===== config.mk =====
export PLATFORM = sky130hd
export DESIGN_NAME = node_inject_queue
export DESIGN_NICKNAME = d
export VERILOG_FILES = /design/src/rtl/node_inject_queue.sv
export SDC_FILE = /design/constraint.sdc
export NUM_CORES = 1
export LEC_CHECK = 0
export ABC_CLOCK_PERIOD_IN_PS = 4600
export BUFFER_PORTS_ARGS = -buffer_cell sky130_fd_sc_hd__buf_2
export CELL_PAD_IN_SITES_DETAIL_PLACEMENT = 1
export CELL_PAD_IN_SITES_GLOBAL_PLACEMENT = 2
export CORE_ASPECT_RATIO = 0.9
export CORE_MARGIN = 5
export CORE_UTILIZATION = 40
export CTS_CLUSTER_DIAMETER = 40
export DETAILED_ROUTE_END_ITERATION = 12
export GPL_TIMING_DRIVEN = 0
export PLACE_DENSITY_LB_ADDON = 0.12
export SYNTH_ARGS = -nofsm -noshare
export SYNTH_HDL_FRONTEND = slang
export SYNTH_SLANG_ARGS = --single-unit

===== constraint.sdc =====
create_clock -name clk -period 4.6 [get_ports clk]
set_input_delay 0.23 -clock clk [delete_from_list [all_inputs] [get_ports clk]]
set_output_delay 0.23 -clock clk [all_outputs]
set_load 0.05 [all_outputs]

===== src/rtl/node_inject_queue.sv =====
// Local injection FIFO feeding one router local input port.
// Presents the head flit (all-zero when idle), pops on portl_ack and tracks head wait time.
module node_inject_queue #(
  parameter int FLIT_W        = 144,
  parameter int DEPTH         = 4,
  parameter int PTR_W         = 2,
  parameter int WAIT_W        = 8,
  parameter int STARVE_THRESH = 64
) (
  input  logic              clk,
  input  logic              rst,
  input  logic              in_valid,
  input  logic [FLIT_W-1:0] in_flit,
  output logic              in_ready,
  output logic [FLIT_W-1:0] portl_co,
  input  logic              portl_ack,
  output logic [PTR_W:0]    count,
  output logic              starve,
  output logic              ovf_err
);

  localparam logic [PTR_W:0]    DEPTH_C  = (PTR_W+1)'(DEPTH);
  localparam logic [WAIT_W-1:0] WAIT_MAX = '1;

  logic [FLIT_W-1:0] mem [DEPTH];
  logic [PTR_W-1:0]  rd_ptr;
  logic [PTR_W-1:0]  wr_ptr;
  logic [PTR_W:0]    count_q;
  logic [WAIT_W-1:0] wait_cnt;
  logic              ovf_q;
  logic              full;
  logic              empty;
  logic              enq;
  logic              deq;

  assign full  = (count_q == DEPTH_C);
  assign empty = (count_q == '0);
  assign enq   = in_valid & ~full;
  assign deq   = portl_ack & ~empty;

  // Outputs come from registered state only, so reset clears them without a clock edge.
  assign in_ready = ~full;
  assign portl_co = empty ? '0 : mem[rd_ptr];
  assign count    = count_q;
  assign starve   = (int'(wait_cnt) >= STARVE_THRESH);
  assign ovf_err  = ovf_q;

  // Storage is not reset: stale entries are unreachable once the pointers are cleared.
  always_ff @(posedge clk) begin
    if (enq) begin
      mem[wr_ptr] <= in_flit;
    end
  end

  always_ff @(posedge clk or negedge rst) begin
    if (!rst) begin
      rd_ptr   <= '0;
      wr_ptr   <= '0;
      count_q  <= '0;
      wait_cnt <= '0;
      ovf_q    <= 1'b0;
    end else begin
      if (enq) begin
        wr_ptr <= wr_ptr + 1'b1;
      end
      if (deq) begin
        rd_ptr <= rd_ptr + 1'b1;
      end
      case ({enq, deq})
        2'b10:   count_q <= count_q + 1'b1;
        2'b01:   count_q <= count_q - 1'b1;
        default: count_q <= count_q;
      endcase
      // A fresh head (or no head) starts waiting from zero.
      if (empty || deq) begin
        wait_cnt <= '0;
      end else if (wait_cnt != WAIT_MAX) begin
        wait_cnt <= wait_cnt + 1'b1;
      end
      if (in_valid && full) begin
        ovf_q <= 1'b1;
      end
    end
  end

endmodule


Word-level counts from Yosys, hierarchy flattened:

Memory sizes are Yosys's and may differ from the RTL's.
Index checks and enable logic that the tools add are counted.

* equality and inequality tests: 4
* $add $sub $neg: 5
* div/mod/pow operators: 0
* bitwise logic cells: 4
* magnitude comparators: 1
* mux-type cells: 6
* shifts and indexed selects: 0
* reductions and logical operators: 5
* $mul: 0

Operators by type and width (number)
* $mux 144: 1
* $mux 8: 2
* $add 8x1->8 const B: 1
* $ge 8x7->1 const B: 1
* $ne 8x8->1 const B: 1
* $pmux 3 s2: 1
* $add 2x1->2 const B: 2
* $reduce_bool 2->1: 2
* $add 3x1->3 const B: 1
* $eq 3x3->1 const B: 1
* $logic_not 3->1: 1
* $sub 3x1->3 const B: 1
* $and 1x1->1: 2
* $eq 2x1->1 const B: 1
* $eq 2x2->1 const B: 1
* $mux 1: 2
* $not 1->1: 2
* $logic_and 1x1->1: 1
* $logic_or 1x1->1: 1

* memories kept: 1
* memory bits (read-only): 0
* input port bits: 148
* memory bits (writable): 576
* latch bits: 0
* flip-flop bits (word level): 16
* logic and storage cells: 31

Memories
* mem: words 4, bits a word 144, read ports 1, clocked after Yosys merged registers in 0, write ports 1, line 25 `logic [FLIT_W-1:0] mem [DEPTH];`

Longest topological paths before layout:

Gate-level depths: netlist of the first run.

* depth after elaboration: 5
* gate-level depth with buffers: 9
* gate-level depth less buffers: 9

Worst setup path before layout of the first run:

OpenSTA, ideal clock, no wires.

* path kind: register to register
* from: register count_q[2] (netlist: count[2])
* to: memory mem[2][0] (enable)
* path buffers: 0
* clock period less this slack: 5.018 ns
* arrival time: 4.498 ns
* data required time: 4.079 ns
* stages on the path, launching flop included: 4
* slack: -0.418 ns
* path through: dfrtp_1 -> nor3b_1 -> nor2b_1 -> and2_1

* longest elaborated chain between the ends: 5

Ends and longest elaborated chain
* start: declaration: line 28 `logic [PTR_W:0] count_q;`
* start signal: assignment: line 70 `2'b10: count_q <= count_q + 1'b1;`
* start signal: assignment: line 71 `2'b01: count_q <= count_q - 1'b1;`
* start signal: assignment: line 72 `default: count_q <= count_q;`
* $eq 3x3->1: line 36 `assign full = (count_q == DEPTH_C);`
* $not 1->1: line 38 `assign enq = in_valid & ~full;`
* $and 1x1->1: line 38
* $mux 1: line 50 `if (enq) begin`
* $mux 1 (implied by the code): line 51 `mem[wr_ptr] <= in_flit;`
* end: declaration: line 25

No other way between the ends.

Final worst setup path of the first run:

* from: register count_q[0] (netlist: count[0])
* to: output portl_co[110]

* longest elaborated chain between the ends: 2

Ends and longest elaborated chain
* $logic_not 3->1: line 37 `assign empty = (count_q == '0);`
* $mux 144: line 43 `assign portl_co = empty ? '0 : mem[rd_ptr];`
* end: declaration: line 15 `output logic [FLIT_W-1:0] portl_co,`

No other way between the ends.

==> results of run 1 <==
## logic make-up after synthesis
logic type | Yosys count
adders and majority gates | 7
xor gates and xnor gates | 6
and+or+nand+nor | 177
buffers and inverters | 57
muxes | 146
DFF | 592
AOI/OAI and AO/OA | 12
## worst register-to-register path: stages, from the launching register on
cell,delay (ns)
dfrtp_1,0.41
nor3b_1,0.18
nor2b_1,0.48
and2_4,0.67
buf_16,0.31
buf_16,0.29
## timing repair
item	CTS	global route
endpoints found under the hold margin	595	0
gates resized for setup	0	0
endpoints found under the setup margin	0	0
hold buffers	147	0
## synth_stat cells, drive strengths merged
library cell / n
nor3b: 1
a2bb2oi: 1
nor2b: 1
xor2: 3
clkbuf: 19
dfrtp: 16
o21ai: 1
mux4: 144
nor4b: 2
a41oi: 1
a21oi: 3
a31oi: 2
and3: 2
a21boi: 1
fa: 1
or2: 1
nand2b: 1
nor3: 6
ha: 6
xnor2: 3
or3: 1
inv: 7
and2: 149
nand3: 3
a211oi: 2
and4: 2
mux2: 1
buf: 31
edfxtp: 576
nand4: 2
mux2i: 1
nor2: 4
a21o: 1
nand2: 2
## power breakdown
group	total (W)	switching (W)	internal [W]
combinational	0.00967	0.00658	0.00310
sequential	0.00733	0.000226	0.00710
clock	0.00676	0.00247	0.00429
## metal layers
metal  share of wire (%)  GRT usage, %
met1                  42          22.0
met2                  50          28.1
met3                 6.1          4.94
met4                 2.3          5.02
met5               0.048             0
## path summary, 6_finish.rpt
kind,startpoint,endpoint,slack (ns),cells past startpoint
max,count[0]$_DFFE_PN0P_,portl_co[110],1.49,5
min,rst,count[1]$_DFFE_PN0P_,0.12,2
max reg2reg,count[2]$_DFFE_PN0P_,mem[0][55]$_DFFE_PP_,1.87,5
min reg2reg,ovf_err$_DFFE_PN0P_,ovf_err$_DFFE_PN0P_,0.45,1
max in group asynchronous,rst,rd_ptr[0]$_DFFE_PN0P_,4.17,2
min in group clk,in_flit[87],mem[1][87]$_DFFE_PP_,0.37,2
## final cells by class
class                           count  area (µm²)  area share (%)
Sequential cell                   592       17700            59.0
Multi-Input combinational cell    348        4590            15.3
Timing Repair Buffer              455        3260            10.9
Clock buffer                       95        2230            7.44
Tap cell                          756         946            3.16
Clock inverter                     65         798            2.66
Buffer                             50         407            1.36
Inverter                            7        26.3          0.0877
Antenna cell                        5        12.5          0.0417
## flip-flops by register name, indices dropped and copies added (netlist names)
| name | cells |
|---|---|
| count | 3 |
| wait_cnt | 8 |
| ovf_err | 1 |
| mem | 576 |
| rd_ptr | 2 |
| wr_ptr | 2 |
## placed cells by master (no fill, tap or decap), types with 4 or more instances in the layout
cell / instances
clkbuf_1: 26
buf_1: 6
clkinv_4: 12
inv_1: 7
clkinv_2: 14
clkinvlp_4: 7
clkbuf_16: 88
dfrtp_1: 16
buf_12: 10
and2_4: 4
edfxtp_1: 576
ha_1: 6
diode_2: 5
bufinv_16: 13
buf_2: 306
clkinv_1: 5
buf_6: 6
nor3_1: 6
and2_1: 145
dlygate4sd3_1: 147
nor2_1: 4
mux4_2: 144
buf_16: 11
inv_6: 8
## stage by stage
| step | instances | instance area [µm²] | TNS (ns) | hold WS (ns) | setup WS, ns |
|---|---|---|---|---|---|
| after global placement | 2050 | 25200 | -189.71 | 0.189 | -0.357 |
| after global routing | 2370 | 30000 | 0 | 0.105 | 1.19 |
| after CTS | 2368 | 30000 | 0 | 0.0448 | 1.28 |
| after floorplan | 997 | 22700 | 0 | -0.0656 | 1.17 |
| final | 2373 | 30000 | 0 | 0.121 | 1.49 |
| after detailed placement | 2061 | 25500 | 0 | 0.189 | 1.79 |
==> summary.txt, run 1 <==
GRT
  – GRT Total Usage: 17.0%
  – Largest net degree at the start of global routing: 55
  – GRT Residual Overflow: 0
  – First-pass GRT wire length: 79400 µm
  – Number of global-route vias before repair: 13000
  – Initial antenna violation count: 7

CTS
  – Post-CTS Setup Inserts: 0
  – H-Tree Depth: 3
  – CTS clk-pin slew, worst paths: 0.06 ns
  – Worst-Skew Late Latency: 0.61 ns
  – CTS tree: built
  – # clock sinks: 592
  – TritonCTS Buffers: 87
  – Root Buffer: clkbuf_16
  – Max clock buf depth: 3

STA
  – RSZ-0062 raised after global routing: no
  – Max frequency: ~320 MHz
  – Final-report setup violation count: 0
  – Final Max Tran Viols: 0
  – Crit path time final: 3.11 ns
  – Worst Tran Pin Value: 0.918 ns
  – Setup Skew: 0.0224 ns
  – Slew HR: around two fifths
  – Final Hold Fails: 0
  – Fraction of the cycle the final worst path needs: 67.5%

Finish
  – Final Util: 53.6%
  – Fill cells: between 5000 and 6000
  – Fraction of layout cells with a size suffix above 1: approximately two fifths
  – Area growth syn-to-layout: 31.9%
  – Nets@finish: 1696

Floorplan
  – I/O Pins: 298
  – FP Rows: 82
  – Die height: roughly 240 µm
  – Chip Width: 261 µm
  – Initial Utilization: 40.6%
  – Core area: about 56000 µm²
  – DIE AREA: 61700 µm²

Synth
  – Sequential element share of the synthesized area: approximately 78%
  – Simple-Gate Fraction of Synth Area: 4.81%
  – Compound-Gate Fraction of Synth Area: 0.353%
  – Yosys reg bits: 592
  – Yosys Warn Count: 0
  – Post-Syn Area: 22700 µm²
  – Synth unique cells: 37
  – Mapped Cells: 997
  – Area share of fa/ha/maj cells after synthesis: 0.419%
  – Synth top area share: between 70% and 80%
  – Post-Syn Area per Cell: about 23 µm²
  – Combinational family with the most area after synthesis: multiplexers
  – Synth Area in XOR/XNOR: 0.231%
  – Largest area contributor in the netlist: edfxtp_1
  – Dominant cells by area after synthesis: edfxtp_1, mux4_2, and2_1
  – Net count after synthesis: 1152
  – Post-synthesis mux area share: 14.4%

Power and ir drop
  – VDD IR max: 548 µV
  – Final Total Pwr: 0.0238 W
  – Pwr per Cell Area: 793 nW/µm²
  – Leakage Power: 10.5 nW

Critical path
  – Req. time, crit path: 4.37 ns
  – Cell Chain, Critical Path: or3_1, clkbuf_1, clkbuf_1, and2_1, buf_2
  – CP most frequent cell: clkbuf_1
  – Slowest stage cell, crit path: clkbuf_1
  – Slowest Stage Delay on Critical Path: 0.55 ns
  – CP Capture Type: output port
  – CP top delay family: buffers and inverters
  – Bufs and invs on worst path: 3
  – Crit path arrival time: between 2 and 3 ns
  – Startpoint Class: flop
  – Setup Crit Path Kind: reg2out
  – CP max FO: 10

Drt
  – Residual DRC: 0
  – Via count: 11600
  – Post-Route WL: 52500 µm
  – TritonRoute pass-1 iters: 4
  – Wire length per cell: about 22 µm
  – Final ANT Viol Nets: 0
  – DR iter-0 viols: 551
  – Post-DR vias/cell: 4.91

Placed design
  – Detailed Place HPWL: 32800 µm
  – Count of input and output buffers: roughly 300
  – RD Place Congestion: 0.708

Hold path
  – Hold Crit Class: in2async

Status
  – Status: finished clean

Flow run
  – Max Cap Viol: 0
(Power assumes the default switching activity.)
==> inputs of run 2 (changes only) <==
--- a/config.mk
+++ b/config.mk
@@ -5,13 +5,14 @@
 export SDC_FILE = /design/constraint.sdc
 export NUM_CORES = 1
 export LEC_CHECK = 0
-export ABC_CLOCK_PERIOD_IN_PS = 4600
+export ABC_AREA = 1
+export ABC_CLOCK_PERIOD_IN_PS = 3000
 export BUFFER_PORTS_ARGS = -buffer_cell sky130_fd_sc_hd__buf_2
 export CELL_PAD_IN_SITES_DETAIL_PLACEMENT = 1
 export CELL_PAD_IN_SITES_GLOBAL_PLACEMENT = 2
 export CORE_ASPECT_RATIO = 0.9
 export CORE_MARGIN = 5
-export CORE_UTILIZATION = 40
+export CORE_UTILIZATION = 39
 export CTS_CLUSTER_DIAMETER = 40
 export DETAILED_ROUTE_END_ITERATION = 12
 export GPL_TIMING_DRIVEN = 0
==> constraint.sdc (replaced) <==
create_clock -name clk -period 3 [get_ports clk]
set_input_delay 0.15 -clock clk [delete_from_list [all_inputs] [get_ports clk]]
set_output_delay 0.15 -clock clk [all_outputs]
set_load 0.05 [all_outputs]
==> run 2 against run 1 <==
Compared with the run above:
- clock skew hardly changed
- global-route usage is 4.3 points higher
- sequential share of layout area is 1.8 points lower
- worst setup slack worse by 1.4 ns
- sequential power is 53% higher
- clock power is 58% higher
- final cell count is 36% higher
- synthesized cell count is 82% higher
- critical path type unchanged
- largest power group unchanged
==> summary.txt, run 2 <==
Status
  – Status: finished clean

Floorplan
  – I/O Pins: 298 (unchanged)
  – Initial Utilization: 39.5% (-1.1 points)
  – FP Rows: 84 (+2.4%)
  – DIE AREA: 64300 µm² (+4.2%)
  – Core area: 58500 µm² (+4.7%)
  – Die height: 241 µm (+2.1%)
  – Chip Width: 267 µm (+2.1%)

Synth
  – Largest area contributor in the netlist: edfxtp_1
  – Post-synth EDFFs: 576 (unchanged)
  – Synth unique cells: 22 (-41%)
  – Mapped Cells: 1816 (+82%)
  – Yosys Warn Count: 0 (unchanged)
  – Net count after synthesis: 1971 (+71%)
  – Post-synth top cells: nor2_1, edfxtp_1, o21ai_0
  – Post-Syn Area per Cell: 12.7 µm² (-44%)
  – Main synth FF type: edfxtp_1
  – Yosys reg bits: 592 (unchanged)
  – Dominant cells by area after synthesis: edfxtp_1, nor2_1, o21ai_0
  – Count leader, synth: nor2_1
  – Synth top area share: 74.8% (-1.4 points)
  – Sequential element share of the synthesized area: 76.5% (-1.4 points)
  – Async S/R FF share, synth: 2.70% (unchanged)
  – Post-Syn Area: 23100 µm² (+1.8%)

Finish
  – Most flop-heavy register: mem
  – Area growth syn-to-layout: 33.6%
  – Fin area: 30900 µm² (+3.1%)
  – Fraction of layout cells with a size suffix above 1: 22.7% (-16 points)
  – Fill cells: 5979 (+19%)
  – Max FFs per register: 576 (unchanged)
  – Finished Layout Cells: 3233 (+36%)
  – Register area: 17700 µm² (about the same)
  – Highest-count cells in the layout ignoring fill and taps: nor2_1, edfxtp_1, buf_2, o21ai_0, dlygate4sd3_1
  – Multi-input logic area: 4820 µm² (+5.0%)
  – Final Util: 52.8% (-0.83 points)
  – Nets@finish: 2536 (+50%)
  – Most common cell after layout, fill and taps aside: nor2_1

Placed design
  – RD Place Congestion: 0.749 (+5.9%)
  – Detailed Place HPWL: 45200 µm (+38%)
  – Post-Place Cell Area: 26200 µm² (+3.0%)
  – Count of input and output buffers: 297 (unchanged)
  – Dpl cells: 2912 (+41%)

Drt
  – Post-DR vias/cell: 5.00 (+2.0%)
  – Wire length per cell: 21.7 µm (-1.9%)
  – TritonRoute pass-1 iters: 5 (+1)
  – DR iter-0 viols: 911 (+65%)
  – Via count: 16200 (+39%)
  – Final ANT Viol Nets: 0 (unchanged)
  – Post-Route WL: 70100 µm (+34%)
  – Residual DRC: 0 (unchanged)

GRT
  – Number of global-route vias before repair: 17100 (+32%)
  – Initial antenna violation count: 8 (+1)
  – GRT Total Usage: 21.3% (+4.3 points)
  – GRT Residual Overflow: 0 (unchanged)
  – First-pass GRT wire length: 104000 µm (+31%)
  – Largest net degree at the start of global routing: 27 (-51%)

CTS
  – Max clock buf depth: 3 (unchanged)
  – # clock sinks: 592 (unchanged)
  – TritonCTS Buffers: 93 (+6.9%)
  – CTS tree: built
  – CTS clk-pin slew, worst paths: 0.05 ns (about the same)
  – H-Tree Depth: 3 (unchanged)
  – Root Buffer: clkbuf_16
  – Post-CTS Setup Inserts: 0 (unchanged)
  – Worst-Skew Late Latency: 0.62 ns (about the same)

Critical path
  – Setup Crit Path Kind: reg2out
  – Crit path arrival time: 2.73 ns (-0.15 ns)
  – CP Capture Type: output port
  – CP max FO: 10 (unchanged)
  – Startpoint Class: flop
  – Req. time, crit path: 2.85 ns (-1.52 ns)

Hold path
  – Hold Crit Class: in2reg

STA
  – Slew HR: 38.2% (-0.62 points)
  – TNS Setup: 0 ns (unchanged)
  – Final-report setup violation count: 0 (unchanged)
  – Final Max Tran Viols: 0 (unchanged)
  – Final Hold Fails: 0 (unchanged)
  – Fraction of the cycle the final worst path needs: 96.1%
  – Worst Tran Pin Value: 0.925 ns (+0.00714 ns)
  – RSZ-0062 raised after global routing: no
  – Crit path time final: 2.88 ns
  – Max frequency: 347 MHz
  – Setup Skew: 0.0223 ns (-0.0000505 ns)

Power and ir drop
  – Leakage Power: 11.4 nW (+7.7%)
  – VDD IR max: 946 µV (+73%)
  – Pwr per Cell Area: 1290 nW/µm² (+62%)

Flow run
  – Max Cap Viol: 0 (unchanged)
run 2: cell types whose count changed in the layout (fill, tap and decap cells not counted), moves of 13 or more:
cell      change
a21oi_1     +143
o21ai_0     +190
buf_2        +17
and2_1      -145
inv_1        +13
nor2_1      +583
clkbuf_2     +17
mux4_2      -144
nand2_1      +30
buf_4        +17
o21ai_1      +99
run 2: timing repair:
| action | 4_1_cts | 5_1_grt |
|---|---|---|
| hold endpoints to repair | 605 | 0 |
| hold buffers | 148 | 0 |
| cloned | 0 | 0 |
| setup endpoints to repair | 63 | 40 |
| resized for setup | 17 | 6 |
run 2: final cells by class:
type	instances	area share, %
antenna	2	0.0162
clock inverter	69	2.39
tap	774	3.13
inverter	23	0.288
sequential	592	57.3
multi-input combinational	1090	15.6
timing repair buffer	470	11.4
buffer	111	2.00
clock buffer	102	7.84
run 2: worst paths after layout:
path	slack [ns]	depth (start not counted)	start	endpoint
max	0.12	6	rd_ptr[0]$_DFFE_PN0P_	portl_co[114]
min	0.27	2	in_flit[124]	mem[0][124]$_DFFE_PP_
max reg2reg	0.32	9	wr_ptr[1]$_DFFE_PN0P_	mem[1][48]$_DFFE_PP_
min reg2reg	0.50	1	ovf_err$_DFFE_PN0P_	ovf_err$_DFFE_PN0P_
max in group asynchronous	1.73	3	rst	count[0]$_DFFE_PN0P_
min in group asynchronous	0.70	3	rst	ovf_err$_DFFE_PN0P_
run 2: worst max-delay path, cell delays in order (launching register included):
cell and delay (ns):
dfrtp_1 0.40, inv_2 0.07, buf_2 0.34, buf_1 0.51, o21ai_1 0.15, a21oi_1 0.30
buf_2 0.33
run 2: cells by family after synthesis:
kind of cell             share of synthesized area (%)
AND/OR/NAND/NOR                                   10.5
flip-flops                                        76.5
adder cells (fa/ha/maj)                          0.411
buffers and inverters                             2.92
XOR/XNOR                                         0.152
AO/OA/AOI/OAI                                     9.51
run 2: through the flow:
step	worst slack [ns]	total power, W	hold slack, ns
global route	0.0000300	0.0418	0.247
global placement	-2.23	0.0288	0.108
CTS	-0.00101	0.0403	0.213
floorplan	-0.457	0.0234	-0.146
finish	0.116	0.0398	0.266
detailed placement	0.261	0.0293	0.109
run 2: layer usage:
metal  share of wire, %  GRT usage (%)  vias to the layer above
li1                   -              -                     7612
met1                 43           28.0                     8058
met2                 50           36.4                      363
met3                5.2           4.65                      125
met4                2.1           5.57                       12
met5               0.10              0                        -
run 2: power breakdown:
| part | internal, W | switching (W) |
|---|---|---|
| sequential | 0.0108 | 0.000377 |
| combinational | 0.00416 | 0.0137 |
| clock | 0.00680 | 0.00388 |
